### config.mk
export PLATFORM = sky130hd
export DESIGN_NAME = tff_array
export DESIGN_NICKNAME = d
export VERILOG_FILES = /design/src/rtl/tff_array.sv
export SDC_FILE = /design/constraint.sdc
export NUM_CORES = 1
export LEC_CHECK = 0
export CAP_MARGIN = 25
export CORE_ASPECT_RATIO = 2
export CORE_MARGIN = 4
export CORE_UTILIZATION = 55
export CTS_BUF_LIST = sky130_fd_sc_hd__clkbuf_16
export CTS_CLUSTER_DIAMETER = 100
export DETAILED_ROUTE_END_ITERATION = 8
export PLACE_DENSITY = 0.87
export SKIP_LAST_GASP = 1
export SLEW_MARGIN = 20
export SYNTH_ARGS = -nofsm -noshare
export SYNTH_HDL_FRONTEND = slang
export SYNTH_SLANG_ARGS = --single-unit
### constraint.sdc
create_clock -name clk -period 4.1 [get_ports clk]
set_input_delay 0.82 -clock clk [delete_from_list [all_inputs] [get_ports clk]]
set_output_delay 0.82 -clock clk [all_outputs]
set_load 0.005 [all_outputs]
### src/rtl/tff_array.sv
// ---------------------------------------------------------------------------
// tff_array
//
// WIDTH-bit register bank with per-bit toggle/set/clear/load under a mask,
// plus whole-word increment/decrement. One operation per cycle, selected by
// op and qualified by valid. A registered one-cycle terminal-count pulse (tc)
// flags INC from all-ones and DEC from zero; zero is decoded combinationally
// from the registered q.
//
// Parameters:
//   WIDTH      number of register bits, 1..32
//   RESET_VAL  value loaded into q on reset (truncated to WIDTH bits)
//
// Ports:
//   clk    in   rising-edge clock
//   reset  in   synchronous, active-high reset (priority over everything)
//   valid  in   qualifies op; bank holds when low
//   op     in   3-bit opcode:
//                 0 HOLD, 1 TOGGLE, 2 SET, 3 CLEAR, 4 LOAD, 5 INC, 6 DEC,
//                 7 reserved (HOLD)
//   mask   in   per-bit select for TOGGLE/SET/CLEAR/LOAD
//   din    in   load data for LOAD
//   q      out  register contents
//   tc     out  registered terminal-count pulse
//   zero   out  q == 0
//
// Optional feature:
//   TFF_ARRAY_SAT_EN  when defined, INC/DEC saturate at all-ones/zero instead
//                     of wrapping; tc still pulses on the saturating attempt.
// ---------------------------------------------------------------------------
module tff_array #(
    parameter int          WIDTH     = 8,
    parameter logic [31:0] RESET_VAL = 32'd0
) (
    input  logic             clk,
    input  logic             reset,
    input  logic             valid,
    input  logic [2:0]       op,
    input  logic [WIDTH-1:0] mask,
    input  logic [WIDTH-1:0] din,
    output logic [WIDTH-1:0] q,
    output logic             tc,
    output logic             zero
);

    localparam logic [WIDTH-1:0] RESET_Q = RESET_VAL[WIDTH-1:0];

    localparam logic [2:0] OP_HOLD   = 3'd0;
    localparam logic [2:0] OP_TOGGLE = 3'd1;
    localparam logic [2:0] OP_SET    = 3'd2;
    localparam logic [2:0] OP_CLEAR  = 3'd3;
    localparam logic [2:0] OP_LOAD   = 3'd4;
    localparam logic [2:0] OP_INC    = 3'd5;
    localparam logic [2:0] OP_DEC    = 3'd6;

    logic [WIDTH-1:0] q_next;
    logic             tc_next;
    logic             q_all_ones;
    logic             q_is_zero;

    assign q_all_ones = (q == {WIDTH{1'b1}});
    assign q_is_zero  = (q == '0);

    always_comb begin
        q_next  = q;
        tc_next = 1'b0;
        if (valid) begin
            case (op)
                OP_HOLD:   q_next = q;
                OP_TOGGLE: q_next = q ^ mask;
                OP_SET:    q_next = q | mask;
                OP_CLEAR:  q_next = q & ~mask;
                OP_LOAD:   q_next = (q & ~mask) | (din & mask);
                OP_INC: begin
                    // carry out only drives tc; it is never stored
                    tc_next = q_all_ones;
`ifdef TFF_ARRAY_SAT_EN
                    if (!q_all_ones)
                        q_next = q + 1'b1;
`else
                    q_next = q + 1'b1;
`endif
                end
                OP_DEC: begin
                    tc_next = q_is_zero;
`ifdef TFF_ARRAY_SAT_EN
                    if (!q_is_zero)
                        q_next = q - 1'b1;
`else
                    q_next = q - 1'b1;
`endif
                end
                default:   q_next = q;
            endcase
        end
    end

    always_ff @(posedge clk) begin
        if (reset) begin
            q  <= RESET_Q;
            tc <= 1'b0;
        end else begin
            q  <= q_next;
            tc <= tc_next;
        end
    end

    assign zero = q_is_zero;

endmodule

# After elaboration in Yosys (flattened, before gate mapping)
# Index checks and enable logic that the tools add are counted.
[op_classes]
n_addsub = 2
n_eq_ne = 7
n_mux = 2
n_bitwise = 7
reduce_logical = 4
[op_table]
columns = ["operator", "n"]
rows = [
  ["$pmux W8 S6", 1],
  ["$and A8 B8 Y8", 2],
  ["$or A8 B8 Y8", 2],
  ["$eq A3 B3 Y1 const B", 3],
  ["$add A8 B1 Y8 const B", 1],
  ["$eq A8 B8 Y1 const B", 1],
  ["$logic_not A8 Y1", 1],
  ["$not A8 Y8", 1],
  ["$sub A8 B1 Y8 const B", 1],
  ["$xor A8 B8 Y8", 1],
  ["$eq A3 B2 Y1 const B", 2],
  ["$reduce_bool A6 Y1", 1],
  ["$eq A3 B1 Y1 const B", 1],
  ["$pmux W1 S2", 1],
  ["$reduce_and A2 Y1", 1],
  ["$reduce_or A2 Y1", 1],
  ["$not A1 Y1", 1],
]
[totals]
reg_bits = 9
in_bits = 22
output_inout_bits = 10
word_cells = 24

# Logic depth before layout (Yosys ltp)
[logic_depth]
depth_word = 4
depth_mapped = 9
mapped_depth_nobuf = 9

# Worst setup path after synthesis
# No wires, ideal clock.
[synth_path]
path_type = "input port to flip-flop"
startpoint = "input port op[0]"
endpoint = "register q[4]"
setup_time_ns = 0.103
arrival_time_ns = 2.375
t_required_ns = 3.997
path_slack_ns = 1.622
path_stages = 9
n_path_buf = 0
path_cell_list = "nand3b_1 > inv_2 > xnor2_1 > ha_1 > nor3_1 > o211ai_2 > xor2_1 > a221oi_2 > a2111oi_2"
[synth_via]
elab_chain_len = 3
[synth_lines]
columns = ["element", "line", "source"]
rows = [
  ["start: declaration", "38", "input logic [2:0] op,"],
  ["$eq A3 B3 Y1, or another cell as far along", "68", "case (op)"],
  ["$reduce_bool A6 Y1 (no source line)", "-", ""],
  ["$reduce_and A2 Y1 (no source line)", "-", ""],
  ["end signal: assignment", "103", "q <= q_next;"],
  ["end: declaration", "41", "output logic [WIDTH-1:0] q,"],
]
# Several ways; a longest one is shown, not always the timed one.
# A chain may end at the register's enable or synchronous reset.

# Final worst setup path
# Same ends and word-level chain as after synthesis.

==> impl_metrics.env <==
export IMPL_syn_inst=203
export IMPL_postSynthNetCount=244
export IMPL_skew_ns=0.00774
export IMPL_final_common_cell="clkdlybuf4s50_1"
export IMPL_post_cts_buffers=0
export IMPL_gp_congestion=0.851
export IMPL_min_path_type="register to register"
export IMPL_dieArea_um2=3710
export IMPL_synth_top_area_share_pct=15.7
export IMPL_cts_buffers=3
export IMPL_worst_hold_slack_ns=0.622
export IMPL_critPathBufInv=2
export IMPL_total_power_uw=466
export IMPL_netlist_area_um2=1510
export IMPL_arrival_ns=3.06
export IMPL_place_hpwl_um=3280
export IMPL_slew_violations=0
export IMPL_ctsHoldBuffers=0
export IMPL_critical_path_top_delay_family="buffers and inverters"
export IMPL_cts_sinks=9
export IMPL_first_global_vias=1649
export IMPL_worst_path_largest_cell_delay_ns=0.41
export IMPL_drt_wl_total_um=4470
export IMPL_drcViolationCount=0
export IMPL_cp_end_kind="register"
export IMPL_die_h_um=82.2
export IMPL_grt_max_degree=30
export IMPL_synth_fa_ha_area_share_pct=15.7
export IMPL_top_level_ports=32
export IMPL_yosysSeqAreaShare_pct=11.9
export IMPL_worstPathRequired_ns=4.24
export IMPL_drive_above_1_share_pct=10.6
export IMPL_fin_crit_sh_pct=71.1
export IMPL_synth_simple_area_share_pct=21.8
export IMPL_grt_use_total_pct=26.9
export IMPL_worst_pin_slew_ns=0.456
export IMPL_ctsResizeCount=0
export IMPL_coreArea_um2=2600
export IMPL_critPathSlowestCell="clkdlybuf4s50_1"
export IMPL_rows=26
export IMPL_yosysTopAreaCell="ha_1"
export IMPL_grt_overflow_total=0
export IMPL_fin_crit_ns=2.91
export IMPL_detail_route_antenna_nets=0
export IMPL_initialDrtViolationCount=61
export IMPL_final_cell_mix="clkdlybuf4s50_1 (31), inv_1 (22), o21ai_0 (21), ha_1 (19), nand2_1 (16)"
export IMPL_dr_pass1_iters=5
export IMPL_grt_pass1_wl_um=7450
export IMPL_clk_path_buf_depth=2
export IMPL_cts_tree="yes"
export IMPL_io_buffers=31
export IMPL_final_nets=269
export IMPL_synthMuxAreaShare_pct=5.62
export IMPL_synth_area_leaders="ha_1 (16%), dfxtp_1 (12%), o21ai_0 (6.9%)"
export IMPL_finalHoldViolCount=0
export IMPL_synth_edf_count=0
export IMPL_cts_root_buf="clkbuf_16"
export IMPL_synth_distinct_cells=57
export IMPL_status="completed"
export IMPL_clock_latency_ns=0.24
export IMPL_setup_viol=0
export IMPL_yosys_warnings=0
export IMPL_p_leak_uw=0.000767
export IMPL_ir_drop_uv=168
export IMPL_via_per_inst=6.58
export IMPL_powerDensity_nw_per_um2=247
export IMPL_dr_total_vias=1678
export IMPL_clkSlewWorstSetupHoldPaths_ns=0.05
export IMPL_synth_compound_area_share_pct=30.7
export IMPL_max_freq_mhz=343
export IMPL_area_growth_pct=24.6
export IMPL_setup_tns_ns=0
export IMPL_routedWlPerCell_um=17.5
export IMPL_antenna_cells=0
export IMPL_ys_seq_elements=9
export IMPL_synth_flop_cell="dfxtp_1"
export IMPL_die_w_um=45.1
export IMPL_crit_path_cell_trace="clkdlybuf4s50_1, nand3b_1, inv_2, xnor2_1, ha_1, nor3_1, o211ai_2, xor2_1, a221oi_2, a2111oi_2"
export IMPL_cp_max_fo=8
export IMPL_crit_type="primary input to register"
export IMPL_slew_headroom_pct=69.5
export IMPL_maxCapViolCount=0
export IMPL_synth_top_family_by_area="compound AO/OA/AOI/OAI gates"
export IMPL_start_kind="primary input"
export IMPL_rsz0062_at_grt="false"
export IMPL_antenna_found_initial=0
export IMPL_synth_area_per_cell_um2=7.46
export IMPL_synth_xor_area_share_pct=3.97
export IMPL_htreeDepth=1
export IMPL_async_flop_share_pct=0
export IMPL_start_util_pct=58.2
[state kept, by name (all words and copies together), names as in the netlist]
signal	flops
q	8
tc	1
[worst paths after layout]
path | slack, ns | end | depth (start not counted) | from
setup / recovery | 1.19 | q[4] | 10 | op[0]
hold / removal | 0.62 | q[7] | 2 | q[7]
setup reg to reg | 1.99 | q[2] | 8 | q[1]
hold reg to reg | 0.62 | q[7] | 2 | q[7]
[synth_stat cells (2+ instances only)]
| library cell | count |
|---|---|
| nor2b_1 | 8 |
| nor2_1 | 6 |
| a222oi_1 | 2 |
| a21oi_1 | 11 |
| nand3b_1 | 2 |
| buf_4 | 2 |
| buf_2 | 4 |
| a22oi_1 | 2 |
| o311ai_0 | 2 |
| o31ai_1 | 2 |
| mux2_2 | 4 |
| nand2_1 | 16 |
| o211ai_1 | 6 |
| o21ai_0 | 21 |
| nor3_1 | 2 |
| ha_1 | 19 |
| nand3_1 | 7 |
| mux2i_1 | 4 |
| xor2_1 | 3 |
| dfxtp_1 | 9 |
| a31oi_1 | 2 |
| a221oi_1 | 3 |
| clkbuf_1 | 6 |
| nand4_1 | 4 |
| a211oi_1 | 3 |
| inv_1 | 21 |
| xnor2_1 | 2 |
[power by group]
group | total (uW) | leakage, uW | switching [uW] | internal [uW]
sequential | 111 | 0.0000737 | 16.6 | 94.6
combinational | 177 | 0.000651 | 89.3 | 87.3
clock | 178 | 0.0000423 | 50.0 | 128
total | 466 | 0.000767 | 156 | 310
[logic make-up after synthesis]
family / after synthesis
muxes: 8
AOI/OAI and AO/OA: 65
adders and majority gates: 19
buffers and inverters: 36
and+or+nand+nor: 60
xor gates and xnor gates: 6
DFF: 9
[metal layers]
metal  routed length (um)  GRT usage (%)
met1                 1610           28.9
met3                  308           4.34
met2                 2300           44.7
met5                    0              0
met4                  258           20.8
[final cells by class]
| class | instances | area [um^2] |
|---|---|---|
| tap | 28 | 35.0 |
| clock buffer | 3 | 75.1 |
| sequential | 9 | 180 |
| multi-input combinational | 158 | 1180 |
| fill | 213 | 716 |
| timing repair buffer | 34 | 333 |
| clock inverter | 1 | 3.75 |
| inverter | 22 | 82.6 |
[stage by stage]
step | setup slack, ns | area, um^2 | cells | utilization (%)
3_5_place_dp | 0.923 | 1810 | 251 | 69.5
4_1_cts | 1.19 | 1890 | 255 | 72.5
3_3_place_gp | 1.03 | 1810 | 251 | 69.5
5_1_grt | 1.02 | 1890 | 255 | 72.5
6_report | 1.19 | 1890 | 255 | 72.5
2_1_floorplan | 1.62 | 1510 | 203 | -
[worst reg2reg max path, delay by kind of cell (launching register included)]
kind | cells | cell delay (ns)
fa+ha+maj | 1 | 0.24
flops | 1 | 0.55
buf+inv | 1 | 0.18
compound gates | 4 | 0.55
xor+xnor | 1 | 0.16
simple gates | 1 | 0.29
Power figures use the tool's default switching activity.
